$ cat config.mk
export PLATFORM = sky130hd
export DESIGN_NAME = mod_mul_seq_flat
export DESIGN_NICKNAME = d
export VERILOG_FILES = /design/src/rtl/mod_mul_seq_if.sv /design/src/rtl/mod_mul_seq.sv /design/src/flat_wrapper.sv
export SDC_FILE = /design/constraint.sdc
export NUM_CORES = 1
export LEC_CHECK = 0
export CAP_MARGIN = 20
export CORE_MARGIN = 2
export CORE_UTILIZATION = 65
export DETAILED_ROUTE_END_ITERATION = 8
export GPL_TIMING_DRIVEN = 0
export PLACE_DENSITY = 0.93
export SLEW_MARGIN = 20
export SYNTH_ARGS = -nofsm -noshare
export SYNTH_HDL_FRONTEND = slang
export SYNTH_SLANG_ARGS = --single-unit
$ cat constraint.sdc
create_clock -name clk -period 13.58 [get_ports clk]
set_input_delay 2.037 -clock clk [delete_from_list [all_inputs] [get_ports clk]]
set_output_delay 2.037 -clock clk [all_outputs]
set_load 0.05 [all_outputs]
$ cat src/rtl/mod_mul_seq_if.sv
// Operand/result handshake bundle for the sequential modular multiplier.
interface mod_mul_seq_if #(
  parameter int unsigned IP_WIDTH = 6
) ();
  logic                in_valid;
  logic [IP_WIDTH-1:0] in_a;
  logic [IP_WIDTH-1:0] in_b;
  logic [IP_WIDTH-1:0] in_p;
  logic                busy;
  logic                out_valid;
  logic [IP_WIDTH-1:0] out_data;

  // Requester side: supplies operands, observes status and result
  modport master (
    output in_valid, in_a, in_b, in_p,
    input  busy, out_valid, out_data
  );

  // Multiplier side
  modport slave (
    input  in_valid, in_a, in_b, in_p,
    output busy, out_valid, out_data
  );
endinterface

$ cat src/rtl/mod_mul_seq.sv
// Sequential modular multiplier: OUT = (A * B) mod P, MSB-first interleaved
// shift-add-reduce, one multiplier bit per cycle.
module mod_mul_seq #(
  parameter int unsigned IP_WIDTH = 6
) (
  input  logic         clk,
  input  logic         rst,
  mod_mul_seq_if.slave bus
);
  localparam int unsigned W     = IP_WIDTH;
  localparam int unsigned W1    = IP_WIDTH + 1;
  localparam int unsigned CNT_W = (IP_WIDTH > 1) ? $clog2(IP_WIDTH) : 1;

  typedef enum logic [1:0] {IDLE, LOAD, CALC, DONE} state_t;

  state_t           state_q, state_d;
  logic [W-1:0]     a_q, a_d;
  logic [W-1:0]     b_q, b_d;
  logic [W-1:0]     p_q, p_d;
  logic [W-1:0]     acc_q, acc_d;
  logic [CNT_W-1:0] cnt_q, cnt_d;
  logic             busy_q, busy_d;
  logic             out_valid_q, out_valid_d;
  logic [W-1:0]     out_data_q, out_data_d;

  logic [W1-1:0]    p_ext;
  logic [W1-1:0]    dbl;
  logic [W-1:0]     dbl_red;
  logic [W1-1:0]    sum;
  logic [W-1:0]     sum_red;

  // One reduction step: acc*2 mod P, then optionally + a_r mod P
  always_comb begin
    p_ext   = {1'b0, p_q};
    dbl     = {acc_q, 1'b0};
    dbl_red = (dbl >= p_ext) ? W'(dbl - p_ext) : W'(dbl);
    sum     = {1'b0, dbl_red} + {1'b0, a_q};
    sum_red = (sum >= p_ext) ? W'(sum - p_ext) : W'(sum);
  end

  // Next-state and registered-output logic
  always_comb begin
    state_d     = state_q;
    a_d         = a_q;
    b_d         = b_q;
    p_d         = p_q;
    acc_d       = acc_q;
    cnt_d       = cnt_q;

    case (state_q)
      IDLE: begin
        if (bus.in_valid) begin
          a_d     = bus.in_a;
          b_d     = bus.in_b;
          p_d     = bus.in_p;
          state_d = LOAD;
        end
      end
      LOAD: begin
        // P of 0 or 1 forces zero operands; also keeps % away from P=0
        if (p_q > W'(1)) begin
          a_d = a_q % p_q;
          b_d = b_q % p_q;
        end else begin
          a_d = '0;
          b_d = '0;
        end
        acc_d   = '0;
        cnt_d   = CNT_W'(IP_WIDTH - 1);
        state_d = CALC;
      end
      CALC: begin
        acc_d = b_q[cnt_q] ? sum_red : dbl_red;
        if (cnt_q == '0) begin
          state_d = DONE;
        end else begin
          cnt_d = cnt_q - CNT_W'(1);
        end
      end
      DONE: begin
        state_d = IDLE;
      end
      default: begin
        state_d = IDLE;
      end
    endcase

    busy_d      = (state_d != IDLE);
    out_valid_d = (state_d == DONE);
    out_data_d  = (state_d == DONE) ? acc_d : '0;
  end

  // State and datapath registers with synchronous reset
  always_ff @(posedge clk) begin
    if (rst) begin
      state_q     <= IDLE;
      a_q         <= '0;
      b_q         <= '0;
      p_q         <= '0;
      acc_q       <= '0;
      cnt_q       <= '0;
      busy_q      <= 1'b0;
      out_valid_q <= 1'b0;
      out_data_q  <= '0;
    end else begin
      state_q     <= state_d;
      a_q         <= a_d;
      b_q         <= b_d;
      p_q         <= p_d;
      acc_q       <= acc_d;
      cnt_q       <= cnt_d;
      busy_q      <= busy_d;
      out_valid_q <= out_valid_d;
      out_data_q  <= out_data_d;
    end
  end

  assign bus.busy      = busy_q;
  assign bus.out_valid = out_valid_q;
  assign bus.out_data  = out_data_q;
endmodule
$ cat src/flat_wrapper.sv
// flat-port wrapper written by rule: the top's interface ports become plain ports
module mod_mul_seq_flat 
#(
  parameter int unsigned IP_WIDTH = 6
)
  (clk, rst, bus_in_valid, bus_in_a, bus_in_b, bus_in_p, bus_busy, bus_out_valid, bus_out_data);
  mod_mul_seq_if #(.IP_WIDTH(IP_WIDTH)) bus_i ();
  input  logic clk;
  input  logic rst;
  input wire logic [$bits(bus_i.in_valid)-1:0] bus_in_valid;
  input wire logic [$bits(bus_i.in_a)-1:0] bus_in_a;
  input wire logic [$bits(bus_i.in_b)-1:0] bus_in_b;
  input wire logic [$bits(bus_i.in_p)-1:0] bus_in_p;
  output wire logic [$bits(bus_i.busy)-1:0] bus_busy;
  output wire logic [$bits(bus_i.out_valid)-1:0] bus_out_valid;
  output wire logic [$bits(bus_i.out_data)-1:0] bus_out_data;
  assign bus_i.in_valid = bus_in_valid;
  assign bus_i.in_a = bus_in_a;
  assign bus_i.in_b = bus_in_b;
  assign bus_i.in_p = bus_in_p;
  assign bus_busy = bus_i.busy;
  assign bus_out_valid = bus_i.out_valid;
  assign bus_out_data = bus_i.out_data;
  mod_mul_seq #(.IP_WIDTH(IP_WIDTH)) u_core (.clk(clk), .rst(rst), .bus(bus_i));
endmodule
---- After elaboration in Yosys (flattened, before gate mapping) ----
Cells that the tools add are included.
word-level totals
  register bits after elaboration ......... 37
  bits of input ports ..................... 21
operators by class
  add/subtract/negate cells ............... 4
  divide/modulo/power cells ............... 2
  $lt $le $gt $ge ......................... 4
  eq/ne operators ......................... 6
  multiplexer cells ....................... 17
  bitwise logic cells ..................... 1
  reduce and logical (&&, ||, !) cells .... 9
operators with widths
  kind                                                  number
  2-to-1 mux 6 bit                                      7
  one-hot mux 6 bit (2 select lines)                    3
  >= comparator 7 x 6 -> 1 bit                          2
  remainder unit 6 x 6 -> 6 bit                         2
  subtractor 6 bit                                      2
  one-hot mux 2 bit (4 select lines)                    1
  adder 6 x 6 -> 7 bit                                  1
  equality test 2 bit (second input constant)           3
  > comparator 6 x 1 -> 1 bit (second input constant)   1
  one-hot mux 3 bit (2 select lines)                    1
  AND reduction 2 bit                                   3
  nonzero test 2 bit                                    3
  < comparator 3 x 4 -> 1 bit (second input constant)   1
  2-to-1 mux 2 bit                                      2
  != test 2 bit (second input constant)                 2
  binary-select mux 1 bit (select 3 bit)                1
  logical NOT 3 bit                                     1
  2-to-1 mux 3 bit                                      1
  subtractor 3 x 1 -> 3 bit (second input constant)     1
  equality test 2 x 1 -> 1 bit (second input constant)  1
  logical NOT 2 bit                                     1
  OR reduction 2 bit                                    1
  2-to-1 mux 1 bit                                      1
  NOT 1 bit                                             1

---- Logic depth before layout (Yosys ltp) ----
  depth after elaboration ................. 7
  depth in mapped cells ................... 34

---- Least setup slack after synthesis ----
OpenSTA, ideal clock, no wires.
  kind .................................... flip-flop to flip-flop
  start ................................... reg u_core.p_q[0]
  end ..................................... reg u_core.b_q[2]
  setup time .............................. 95 ps
  arrival time ............................ 7268 ps
  data required time ...................... 13485 ps
  path slack .............................. 6217 ps
  stages on the path, launching flop included .. 34
  clock period less this slack ............ 7363 ps
  cells stage by stage .................... dfxtp_1 > inv_1 > ha_1 > a31oi_1 > a21oi_2 > ha_1 > o21a_1 > o21ai_1 > mux2i_1 > ha_1 > nor4b_1 > a31oi_1 > a21oi_1 > mux2i_1 > inv_1 > ha_1 > a21oi_1 > a21boi_0 > o21ai_1 > mux2_2 > ha_1 > a21o_1 > o2111ai_1 > and2_1 > clkbuf_1 > inv_1 > a221o_1 > ha_1 > o21ai_1 > a31oi_1 > a211oi_2 > o21ai_0 > a21o_1 > a221oi_1
on the way
  cells in the longest elaborated chain, start to end .. 3
  elaborated cells on any way between the ends .. 4
  those cells by class .................... 1 x div; 1 x order compare; 2 x mux
RTL lines
  what                                                                          line                                  text
  start, declared                                                               mod_mul_seq.sv:19                     logic [W-1:0] p_q, p_d;
  start signal, assigned                                                        mod_mul_seq.sv:109                    p_q <= p_d;
  remainder unit 6 x 6 -> 6 bit or > comparator 6 x 1 -> 1 bit (tied branches)  mod_mul_seq.sv:63, mod_mul_seq.sv:61
  2-to-1 mux 6 bit *                                                            mod_mul_seq.sv:61                     if (p_q > W'(1)) begin
  one-hot mux 6 bit (2 select lines) *                                          mod_mul_seq.sv:50                     case (state_q)
  end signal, assigned                                                          mod_mul_seq.sv:98                     b_q <= '0;
  end signal, assigned                                                          mod_mul_seq.sv:108                    b_q <= b_d;
  end, declared                                                                 mod_mul_seq.sv:18                     logic [W-1:0] b_q, b_d;
Every way passes the cells marked *; elsewhere a longest branch is shown, timed or not.
A chain may end at the register's enable or synchronous reset.

---- Final worst setup path ----
  start ................................... reg u_core.p_q[0]
  end ..................................... reg u_core.b_q[1]
Same word-level chain as after synthesis.

==> metrics.yaml <==
status: "completed"
grt_pass1_vias: 4242
rsz0062_at_grt: "no"
die-area_mm2: 0.00743
portBuffers: 27
cpMaxStageDelayCell: "dfxtp_1"
tightest_slew_ps: 764
cts_made_buffers: 5
start_util_pct: 68.0
drv_cap: 0
grt_overflow_total: 0
finalSetupViolCount: 0
clk_latency_ps: 300
clk_pin_slew_ps: 90
synth.area.top_cells: "ha_1 19%, dfxtp_1 17%, a21oi_1 4.6%"
synth.top_cell.area_share_pct: 19.1
critical_path.top_delay_family: "compound AO/OA/AOI/OAI gates"
cp.arrival_ps: 9420
postCtsResizedCells: 0
tns_ps: 0
finalMaxSlewViolations: 0
drive_gt1_share_pct: 6.42
finalCritPeriodShare_pct: 67.8
cts_tree: "yes"
drt_first_pass_iters: 5
drtAntennaViolNets: 0
drc_errors: 0
max_stage_delay_ps: 640
grt_pass1_wl_um: 20100
critPathKind: "reg2reg"
coreArea_mm2: 0.00646
cts_hold_buf: 0
synth_cell_types: 71
ys_warn_count: 0
final_common_cell: "ha_1"
syn-cell-area_mm2: 0.00439
antenna_cells: 0
wirelength_um: 12200
syn2layout_area_growth_pct: 10.9
setup_slack_ps: 4370
avgSynthCellArea_um2: 8.12
cp_common_cell: "ha_1"
synthesis.nets: 634
layout_common_cells: "67 x ha_1, 44 x nor2_1, 43 x inv_1, 40 x a21oi_1, 40 x nand2_1"
synth_seq_cells: 37
fin_crit_ps: 9210
nets: 668
cts_buffer_depth: 2
cp_num_buf_inv: 4
hold_class: "reg2reg"
max_freq_ghz: 0.109
die_h_um: 86.2
hpwl_um: 9500
skew_ps: 10.4
multiInputGateArea_mm2: 0.00344
htreeDepth: 2
seqCellArea_um2: 741
cts_setup_buffers: 0
dr_total_vias: 4304
grtUsageTotal_pct: 33.9
gp_congestion: 0.954
syn_inst: 541
cp.required_ps: 13790
synthArstFlopShare_pct: 0
clock_sinks: 37
worstPathMaxFanout: 13
io-pin-count: 29
rows: 29
crit_path_end_kind: "flip-flop"
synth_flop_cell: "dfxtp_1"
pre_cts_slack_ps: 4680
synth_top_area_cell: "ha_1"
startpoint_type: "flip-flop"
wl_per_cell_um: 18.7
synth_edf_count: 0
nFillCells: 432
drt-initial-drc-count: 382
reg2reg_slack_ps: 4370
cts-root-buf: "clkbuf_8"
slew_headroom_pct: 49.0
grt_max_degree: 18
antenna_found_initial: 0
die_w_um: 86.2
viasPerCell: 6.59
ys_seq_area_share_pct: 16.9
hold_violations: 0
layer usage:
layer / global-route usage [%] / vias up / part of all wire [%]
met3: 4.95 / 36 / 8.7
li1: - / 2061 / -
met4: 11.9 / 0 / 2.9
met1: 44.1 / 1989 / 42
met5: 0 / - / 0
met2: 57.6 / 218 / 47
cell families after synthesis:
kind of cell / synth area share (%)
AO/OA/AOI/OAI: 25.7
adder cells (fa/ha/maj): 21.4
XOR/XNOR: 4.59
flip-flops: 16.9
buffers and inverters: 4.81
multiplexers: 8.57
AND/OR/NAND/NOR: 18.1
sequential cells by signal (all words and copies together), names as in the netlist:
| name | flops |
|---|---|
| u_core.cnt_q | 3 |
| u_core.bus.out_valid | 1 |
| u_core.state_q | 2 |
| u_core.p_q | 6 |
| u_core.bus.out_data | 6 |
| u_core.b_q | 6 |
| u_core.bus.busy | 1 |
| u_core.a_q | 6 |
| u_core.acc_q | 6 |
tightest hold or removal path, delay by kind of cell (launching register included):
family	cells	cell delay (ps)
flops	1	320
simple gates	2	90
synthesized netlist by cell type (all sizes together), types with 5 or more instances:
cell type,count
a211oi,9
a21o,13
a21oi,42
a221oi,6
a22oi,7
a31oi,10
and2,5
clkbuf,11
dfxtp,37
fa,5
ha,67
inv,43
mux2,13
mux2i,20
nand2,40
nand2b,8
nor2,45
nor2b,14
nor3,17
o211ai,5
o21a,17
o21ai,24
xnor2,15
xor2,8
final timing paths:
| path | from | end | depth (start not counted) |
|---|---|---|---|
| worst max-delay path | u_core.p_q[0] | u_core.b_q[1] | 32 |
| worst min-delay path | u_core.acc_q[5] | u_core.acc_q[5] | 2 |
| worst max register to register | u_core.p_q[0] | u_core.b_q[1] | 32 |
| worst min register to register | u_core.acc_q[5] | u_core.acc_q[5] | 2 |
cell type report:
class / count / area share (%)
clock buffer: 6 / 1.49
buffer: 13 / 1.03
sequential: 37 / 15.2
clock inverter: 2 / 0.796
inverter: 43 / 3.31
timing repair buffer: 27 / 5.55
multi-input combinational: 448 / 70.6
tap: 77 / 1.98
metrics by stage:
step / util, % / hold slack, ps / instance area, um^2 / cells
after floorplan: - / 416 / 4390 / 541
after global placement: 73.7 / 433 / 4760 / 645
after detailed placement: 73.7 / 431 / 4760 / 645
after CTS: 75.4 / 445 / 4870 / 653
after global routing: 75.4 / 477 / 4870 / 653
final: 75.4 / 448 / 4870 / 653
Power is left out: the tool's default activity adds up to more than one toggle a clock period on the data nets, which glitch-free logic cannot reach.
